File: src/rtl/uart_pkg.sv
// Shared UART definitions: FSM states, default divider and idle line level.
// Used by both the TX controller and the future RX controller.
package uart_pkg;
    typedef enum logic [2:0] {IDLE, START, DATA, PARITY, STOP} uart_state_e;

    localparam int   CLK_DIV_DEFAULT = 434;  // 50 MHz / 115200
    localparam logic LINE_IDLE       = 1'b1;
endpackage

File: src/rtl/uart_baud_gen.sv
// Baud tick generator: counts 0..CLK_DIV-1 while enabled, one-cycle tick on the last count.
// The counter is held at zero while disabled so every bit starts on a fresh period.
module uart_baud_gen #(
    parameter int CLK_DIV = 434
)(
    input  logic inClk,
    input  logic rst,
    input  logic en,
    output logic tick
);
    localparam int CW = $clog2(CLK_DIV);

    logic [CW-1:0] cnt;

    assign tick = en && (cnt == CW'(CLK_DIV - 1));

    always_ff @(posedge inClk or negedge rst) begin
        if (!rst)
            cnt <= '0;
        else if (!en || tick)
            cnt <= '0;
        else
            cnt <= cnt + CW'(1);
    end
endmodule

File: src/rtl/uart_tx_ctrl.sv
// UART transmit sequencer: start bit, DATA_W data bits LSB first, optional parity, STOP_BITS stop bits.
// Define UART_TX_PARITY_EN to add the PARITY state and the parOdd input.
module uart_tx_ctrl
    import uart_pkg::*;
#(
    parameter int CLK_DIV   = CLK_DIV_DEFAULT,
    parameter int DATA_W    = 8,
    parameter int STOP_BITS = 1
)(
    input  logic                         inClk,
    input  logic                         rst,
    input  logic [DATA_W-1:0]            txData,
    input  logic                         txValid,
`ifdef UART_TX_PARITY_EN
    input  logic                         parOdd,
`endif
    output logic                         txReady,
    output logic                         txBusy,
    output logic                         txOut,
    output logic [$clog2(DATA_W+1)-1:0]  bitCnt
);
    localparam int CNT_W = $clog2(DATA_W + 1);

    uart_state_e       state, state_nxt;
    logic [DATA_W-1:0] shift;
    logic              stop_cnt;
    logic              tick, accept, last_bit, last_stop;
`ifdef UART_TX_PARITY_EN
    logic              par;
`endif

    uart_baud_gen #(.CLK_DIV(CLK_DIV)) u_baud (
        .inClk (inClk),
        .rst   (rst),
        .en    (state != IDLE),
        .tick  (tick)
    );

    assign accept    = txValid && (state == IDLE);
    assign last_bit  = (bitCnt == CNT_W'(DATA_W - 1));
    assign last_stop = (stop_cnt == 1'(STOP_BITS - 1));

    always_ff @(posedge inClk or negedge rst) begin
        if (!rst)
            state <= IDLE;
        else
            state <= state_nxt;
    end

    always_comb begin
        state_nxt = state;
        case (state)
            IDLE:    if (accept) state_nxt = START;
            START:   if (tick) state_nxt = DATA;
`ifdef UART_TX_PARITY_EN
            DATA:    if (tick && last_bit) state_nxt = PARITY;
            PARITY:  if (tick) state_nxt = STOP;
`else
            DATA:    if (tick && last_bit) state_nxt = STOP;
`endif
            STOP:    if (tick && last_stop) state_nxt = IDLE;
            default: state_nxt = IDLE;
        endcase
    end

    // Byte is captured once at the handshake; txData is ignored for the rest of the frame.
    always_ff @(posedge inClk or negedge rst) begin
        if (!rst) begin
            shift    <= '0;
            bitCnt   <= '0;
            stop_cnt <= 1'b0;
        end else begin
            if (accept)
                shift <= txData;
            else if (state == DATA && tick)
                shift <= shift >> 1;
            if (state == DATA && tick)
                bitCnt <= last_bit ? '0 : bitCnt + CNT_W'(1);
            if (state == STOP && tick)
                stop_cnt <= last_stop ? 1'b0 : 1'b1;
        end
    end

`ifdef UART_TX_PARITY_EN
    always_ff @(posedge inClk or negedge rst) begin
        if (!rst)
            par <= 1'b0;
        else if (accept)
            par <= ^txData;
    end
`endif

    // Line level is decoded from state so an async reset releases the pin at once.
    always_comb begin
        txOut = LINE_IDLE;
        case (state)
            START:   txOut = 1'b0;
            DATA:    txOut = shift[0];
`ifdef UART_TX_PARITY_EN
            PARITY:  txOut = par ^ parOdd;
`endif
            default: txOut = LINE_IDLE;
        endcase
        txReady = (state == IDLE);
        txBusy  = (state != IDLE);
    end
endmodule

File: config.mk
export PLATFORM = sky130hd
export DESIGN_NAME = uart_tx_ctrl
export DESIGN_NICKNAME = d
export VERILOG_FILES = /design/src/rtl/uart_pkg.sv /design/src/rtl/uart_baud_gen.sv /design/src/rtl/uart_tx_ctrl.sv
export SDC_FILE = /design/constraint.sdc
export NUM_CORES = 1
export LEC_CHECK = 0
export BUFFER_PORTS_ARGS = -buffer_cell sky130_fd_sc_hd__buf_2
export CAP_MARGIN = 30
export CORE_UTILIZATION = 60
export CTS_BUF_LIST = sky130_fd_sc_hd__clkbuf_8
export CTS_CLUSTER_DIAMETER = 30
export DETAILED_ROUTE_END_ITERATION = 10
export PLACE_DENSITY = 0.83
export RECOVER_POWER = 50
export SLEW_MARGIN = 20
export SYNTH_ARGS = -nofsm -noshare
export SYNTH_HDL_FRONTEND = slang
export SYNTH_HIERARCHICAL = 1
export SYNTH_SLANG_ARGS = --single-unit
File: constraint.sdc
create_clock -name inClk -period 3.4 [get_ports inClk]
set_clock_uncertainty 0.1 [all_clocks]
set_input_delay 0.51 -clock inClk [delete_from_list [all_inputs] [get_ports inClk]]
set_output_delay 0.51 -clock inClk [all_outputs]
set_load 0.01 [all_outputs]
After elaboration in Yosys (flattened, before gate mapping)
Index checks and enable logic that the tools add are counted.
- eq/ne operators: 9
- add/subtract/negate cells: 2
- mux-type cells: 11
- bitwise logic cells: 1
- reductions and logical operators: 12
- operator list (operator ; number):
    8-bit 2-to-1 mux ; 2
    3-bit 2-to-1 mux ; 4
    3-bit case mux with 4 select lines ; 1
    9-bit by 1-bit adder with 9-bit output (second input constant) ; 1
    9-bit == test (second input constant) ; 1
    9-bit 2-to-1 mux ; 1
    1-bit logical AND ; 6
    2-bit inequality test (second input constant) ; 3
    4-bit by 1-bit adder with 4-bit output (second input constant) ; 1
    4-bit by 3-bit == test with 1-bit output (second input constant) ; 1
    4-bit 2-to-1 mux ; 1
    4-bit AND reduction ; 1
    3-bit by 1-bit == test with 1-bit output (second input constant) ; 1
    3-bit by 2-bit == test with 1-bit output (second input constant) ; 1
    3-bit == test (second input constant) ; 1
    3-bit zero test ; 1
    3-bit nonzero test ; 1
    2-bit by 1-bit inequality test with 1-bit output (second input constant) ; 1
    1-bit case mux with 2 select lines ; 1
    2-bit nonzero test ; 1
    1-bit zero test ; 1
    1-bit logical OR ; 1
    1-bit 2-to-1 mux ; 1
    1-bit NOT ; 1
- register bits: 25
- input port bits: 11

Logic depth before layout (Yosys ltp)
- word-level depth: 5
- mapped depth: 9

By module
The synthesis kept the hierarchy.
- modules (own cells, without submodules) (module ; times used ; area an instance (um^2) ; cells an instance ; sequential area each (um^2)):
    uart_tx_ctrl ; 1 ; 784.5 ; 72 ; 375.4
    uart_baud_gen ; 1 ; 486.7 ; 48 ; 225.2

Worst setup path after synthesis
OpenSTA, ideal clock, no wires.
- kind: flip-flop to flip-flop
- start: register state[1]
- end: register bitCnt[3]
- buffers on the path: 1
- path slack: 999 ps
- setup time: 128 ps
- clock period less this slack: 2401 ps
- data arrival time: 2173 ps
- cell stages (with the launch flop): 9
- cells stage by stage: dfrtp_1 > buf_2 > nor3_1 > inv_1 > inv_1 > nor4_1 > and4bb_4 > nand4_1 > mux2_1
- cells in the longest elaborated chain, start to end: 3
- elaborated cells between the ends (all ways): 4
- those cells by class: eq/ne (1); reduce/logical (3)
- RTL lines (what ; line ; RTL):
    from (decl) ; uart_tx_ctrl.sv:24 ; uart_state_e state, state_nxt;
    from (signal assigned) ; uart_tx_ctrl.sv:47 ; state <= state_nxt;
    3-bit nonzero test ; n/a ;
    via txBusy ; uart_tx_ctrl.sv:18 ; output logic txBusy,
    1-bit logical AND ; uart_baud_gen.sv:15 ; assign tick = en && (cnt == CW'(CLK_DIV - 1));
    via tick ; uart_tx_ctrl.sv:27 ; logic tick, accept, last_bit, last_stop;
    1-bit logical AND ; uart_tx_ctrl.sv:77 ; if (state == DATA && tick)
    to (signal assigned) ; uart_tx_ctrl.sv:78 ; bitCnt <= last_bit ? '0 : bitCnt + CNT_W'(1);
    to (decl) ; uart_tx_ctrl.sv:20 ; output logic [$clog2(DATA_W+1)-1:0] bitCnt
The timed path passes the listed nets, and every way through them passes these cells.
A chain may end at the register's enable or synchronous reset.

Final worst setup path
- start: register state[1]
- end: register shift[0]
- cells in the longest elaborated chain, start to end: 4
- elaborated cells between the ends (all ways): 8
- those cells by class: eq/ne (1); mux (1); reduce/logical (6)
- RTL lines (what ; line ; RTL):
    3-bit nonzero test ; uart_tx_ctrl.sv:35 ; .en (state != IDLE),
    1-bit logical AND ; uart_baud_gen.sv:15 ;
    via tick ; uart_tx_ctrl.sv:27 ;
    1-bit logical AND ; uart_tx_ctrl.sv:75 ; else if (state == DATA && tick)
    2-bit nonzero test (no line) ; n/a ;
    to (signal assigned) ; uart_tx_ctrl.sv:74 ; shift <= txData;
    to (signal assigned) ; uart_tx_ctrl.sv:76 ; shift <= shift >> 1;
    to (decl) ; uart_tx_ctrl.sv:25 ; logic [DATA_W-1:0] shift;
The timed path passes the listed nets, and every way through them passes these cells.

==> impl_results.md <==
- Most common cell on crit path: inv_1
- P per Cell Area: 793 nW/um^2
- P_leak: 0.648 nW
- Yosys cell types: 42
- Placed wire-length estimate: between 1500 and 2000 um
- VDD IR max: between 0.0005 and 0.0006 V
- Root buf cell: clkbuf_8
- Post-synthesis sequential area ratio: 0.472
- Worst Tran Pin Value: approximately 1200 ps
- CTS Hold Bufs: 0
- Final instance area: 1420 um^2
- Final nets: about 150
- Tot GR Track Use: 0.231
- Setup TNS Final: 0 ps
- EDFF count, synth: 0
- Avg WL per Cell: 13.8 um
- Largest net degree at the start of global routing: 25
- CP Max Fanout: 13
- GRT overflow: 0
- Syn Inst Count: 120
- Routed WL: roughly 2300 um
- Layout cell share with drive strength beyond 1: 0.232
- Diode count: 0
- Synth Flop Type: dfrtp_1
- Worst Setup End Kind: flip-flop
- Post-synthesis async set-or-reset flop share: 1.00
- Top Ports: 18
- Post-CTS setup buffers: 0
- Crit path max-delay family: simple AND/OR/NAND/NOR gates
- Vias in the first global route: 830
- Critical-path cell list: nor3_1 -> inv_1 -> inv_1 -> nor4_1 -> buf_4 -> and4bb_4 -> or2_1 -> o21ai_2
- TritonCTS buffer count: 3
- Total power: approximately 0.0011 W
- Antenna violations before repair: 0
- Worst setup SP type: flip-flop
- Slowest CP cell: dfrtp_1
- Antenna viol nets, final: 0
- Fillers: approximately 140
- Max-cap violations: 0
- Yosys warns: 6
- Mapped Nets: around 130
- Status: complete, no violations
- TritonCTS clock tree: built
- Sink Count: 24
- Clk pin slew, worst setup/hold paths: approximately 80 ps
- Maximum clock rate: slightly above 400 MHz
- Rows: 16
- Hold crit path type: in -> reg
- DP Area: 1360 um^2
- Worst Path Required: between 3000 and 4000 ps
- Via count: 953
- Initial DRC count: 23
- CP Buf/Inv Count: 3
- WHS: roughly 360 ps
- Vias per cell: 5.78
- Share of the synthesized area in the top cell type: 0.472
- Mapped cell area: 1270 um^2
- RSZ-0062 raised after global routing: no
- Critical path class: reg -> reg
- Seq cells post-synth: 24
- Largest buffer count on any clock path: 2
- Area leader, netlist: dfrtp_1
- Worst slew margin: 0.179
- Sequential standard cell area: 601 um^2
- Final Critical Period: between 2000 and 2500 ps
- Crit share post-route: 0.718
- Top post-synthesis cells by area: dfrtp_1, o21ai_2, inv_1, a22oi_1, ha_1
- Port Buffer Count: 17
- Initial Utilization: 0.641
- Core area: between 1500 and 2000 um^2
- Post-placement setup slack: just under 1000 ps
- Critical Path AT: around 2500 ps
- Area occupied by multi-input gates: about 570 um^2
- Clock H-tree levels: 1
- Slew Limit Fails: 0
- Area Growth Syn to Fin: 12.0%
- Post-route setup slack: just under 1000 ps
- Clock Latency Late Sink: roughly 270 ps
- Die H: ~48 um
- Final hold violations: 0
- CP max stage delay: about 520 ps
- Final count of negative-setup-slack endpoints: 0
- RD Place Congestion: around 0.76
- Global-route wire length before repair: between 3000 and 4000 um
- # DRC: 0
- Drt pass-1 iters: 4
- Post_cts resized: 0
- Die footprint: around 2300 um^2
- Die Span X: between 40 and 50 um
- Post-synthesis average cell area: roughly 11 um^2
[sequential cells by signal, indices dropped and copies added (netlist names)]
name and flops:
bitCnt 4, shift 8, state 3, u_baud/cnt 9
[power breakdown]
group,internal [W],switching [W]
Combinational,0.000172,0.000225
Clock,0.000157,0.0000922
Sequential,0.000388,0.0000936
Total,0.000718,0.000411
[stage by stage]
stage,cells,utilization
after floorplan,120,-
after global placement,161,0.688
after detailed placement,161,0.688
after CTS,165,0.723
after global routing,165,0.718
final,165,0.718
[metal layers]
layer  global-route usage  wire [um]  vias to the layer above
met5                    0          0                        -
met4               0.0667         11                        0
met3               0.0679         91                        2
met2                0.384       1170                       20
met1                0.294       1010                      469
li1                     -          -                      462
[Yosys cell counts (all sizes together) (3+ instances only)]
master	count
ha	3
nand4	3
nor2	8
or3	3
nand2	8
a31oi	3
buf	4
a22oi	7
o21ai	10
dfrtp	24
inv	15
nand3	3
[cell type report]
type                       count  share of cell area
tap                           27              0.0237
multi-input combinational     77               0.402
clock buffer                   3              0.0290
timing repair buffer          18              0.0624
sequential                    24               0.422
clock inverter                 1              0.0211
inverter                      15              0.0395
[worst paths after layout]
| path | startpoint | endpoint | slack [ps] | cells past startpoint |
|---|---|---|---|---|
| min in group asynchronous | rst | bitCnt[2] | 370 | 1 |
| min reg2reg | u_baud/cnt[0] | u_baud/cnt[0] | 420 | 1 |
| max | state[1] | shift[0] | 960 | 8 |
| max reg2reg | state[1] | shift[0] | 960 | 8 |
| max in group asynchronous | rst | shift[5] | 2100 | 1 |
| min | txData[7] | shift[7] | 360 | 3 |
[worst register-to-register path, cell delays in order (launching register included)]
cell and delay (ps):
dfrtp_1 520, nor3_1 100, inv_1 130, inv_1 110, nor4_1 310, buf_4 190, and4bb_4 340, or2_1 430
o21ai_2 90
[kinds of logic after synthesis]
| kind of cell | count (synthesis) | share of synthesized area |
|---|---|---|
| simple gates | 37 | 0.182 |
| compound gates | 30 | 0.191 |
| flops | 24 | 0.472 |
| buf+inv | 19 | 0.0718 |
| xor+xnor | 4 | 0.0276 |
| mux | 3 | 0.0256 |
| fa+ha+maj | 3 | 0.0295 |
[layout by cell type (no fill, tap or decap), drive strengths merged, types with 6 or more instances in the layout]
master	count
nand2	8
o21ai	10
buf	15
nor2	8
a22oi	7
dfrtp	24
clkbuf	6
inv	15
Note: power is estimated with default switching activity, not from simulation.
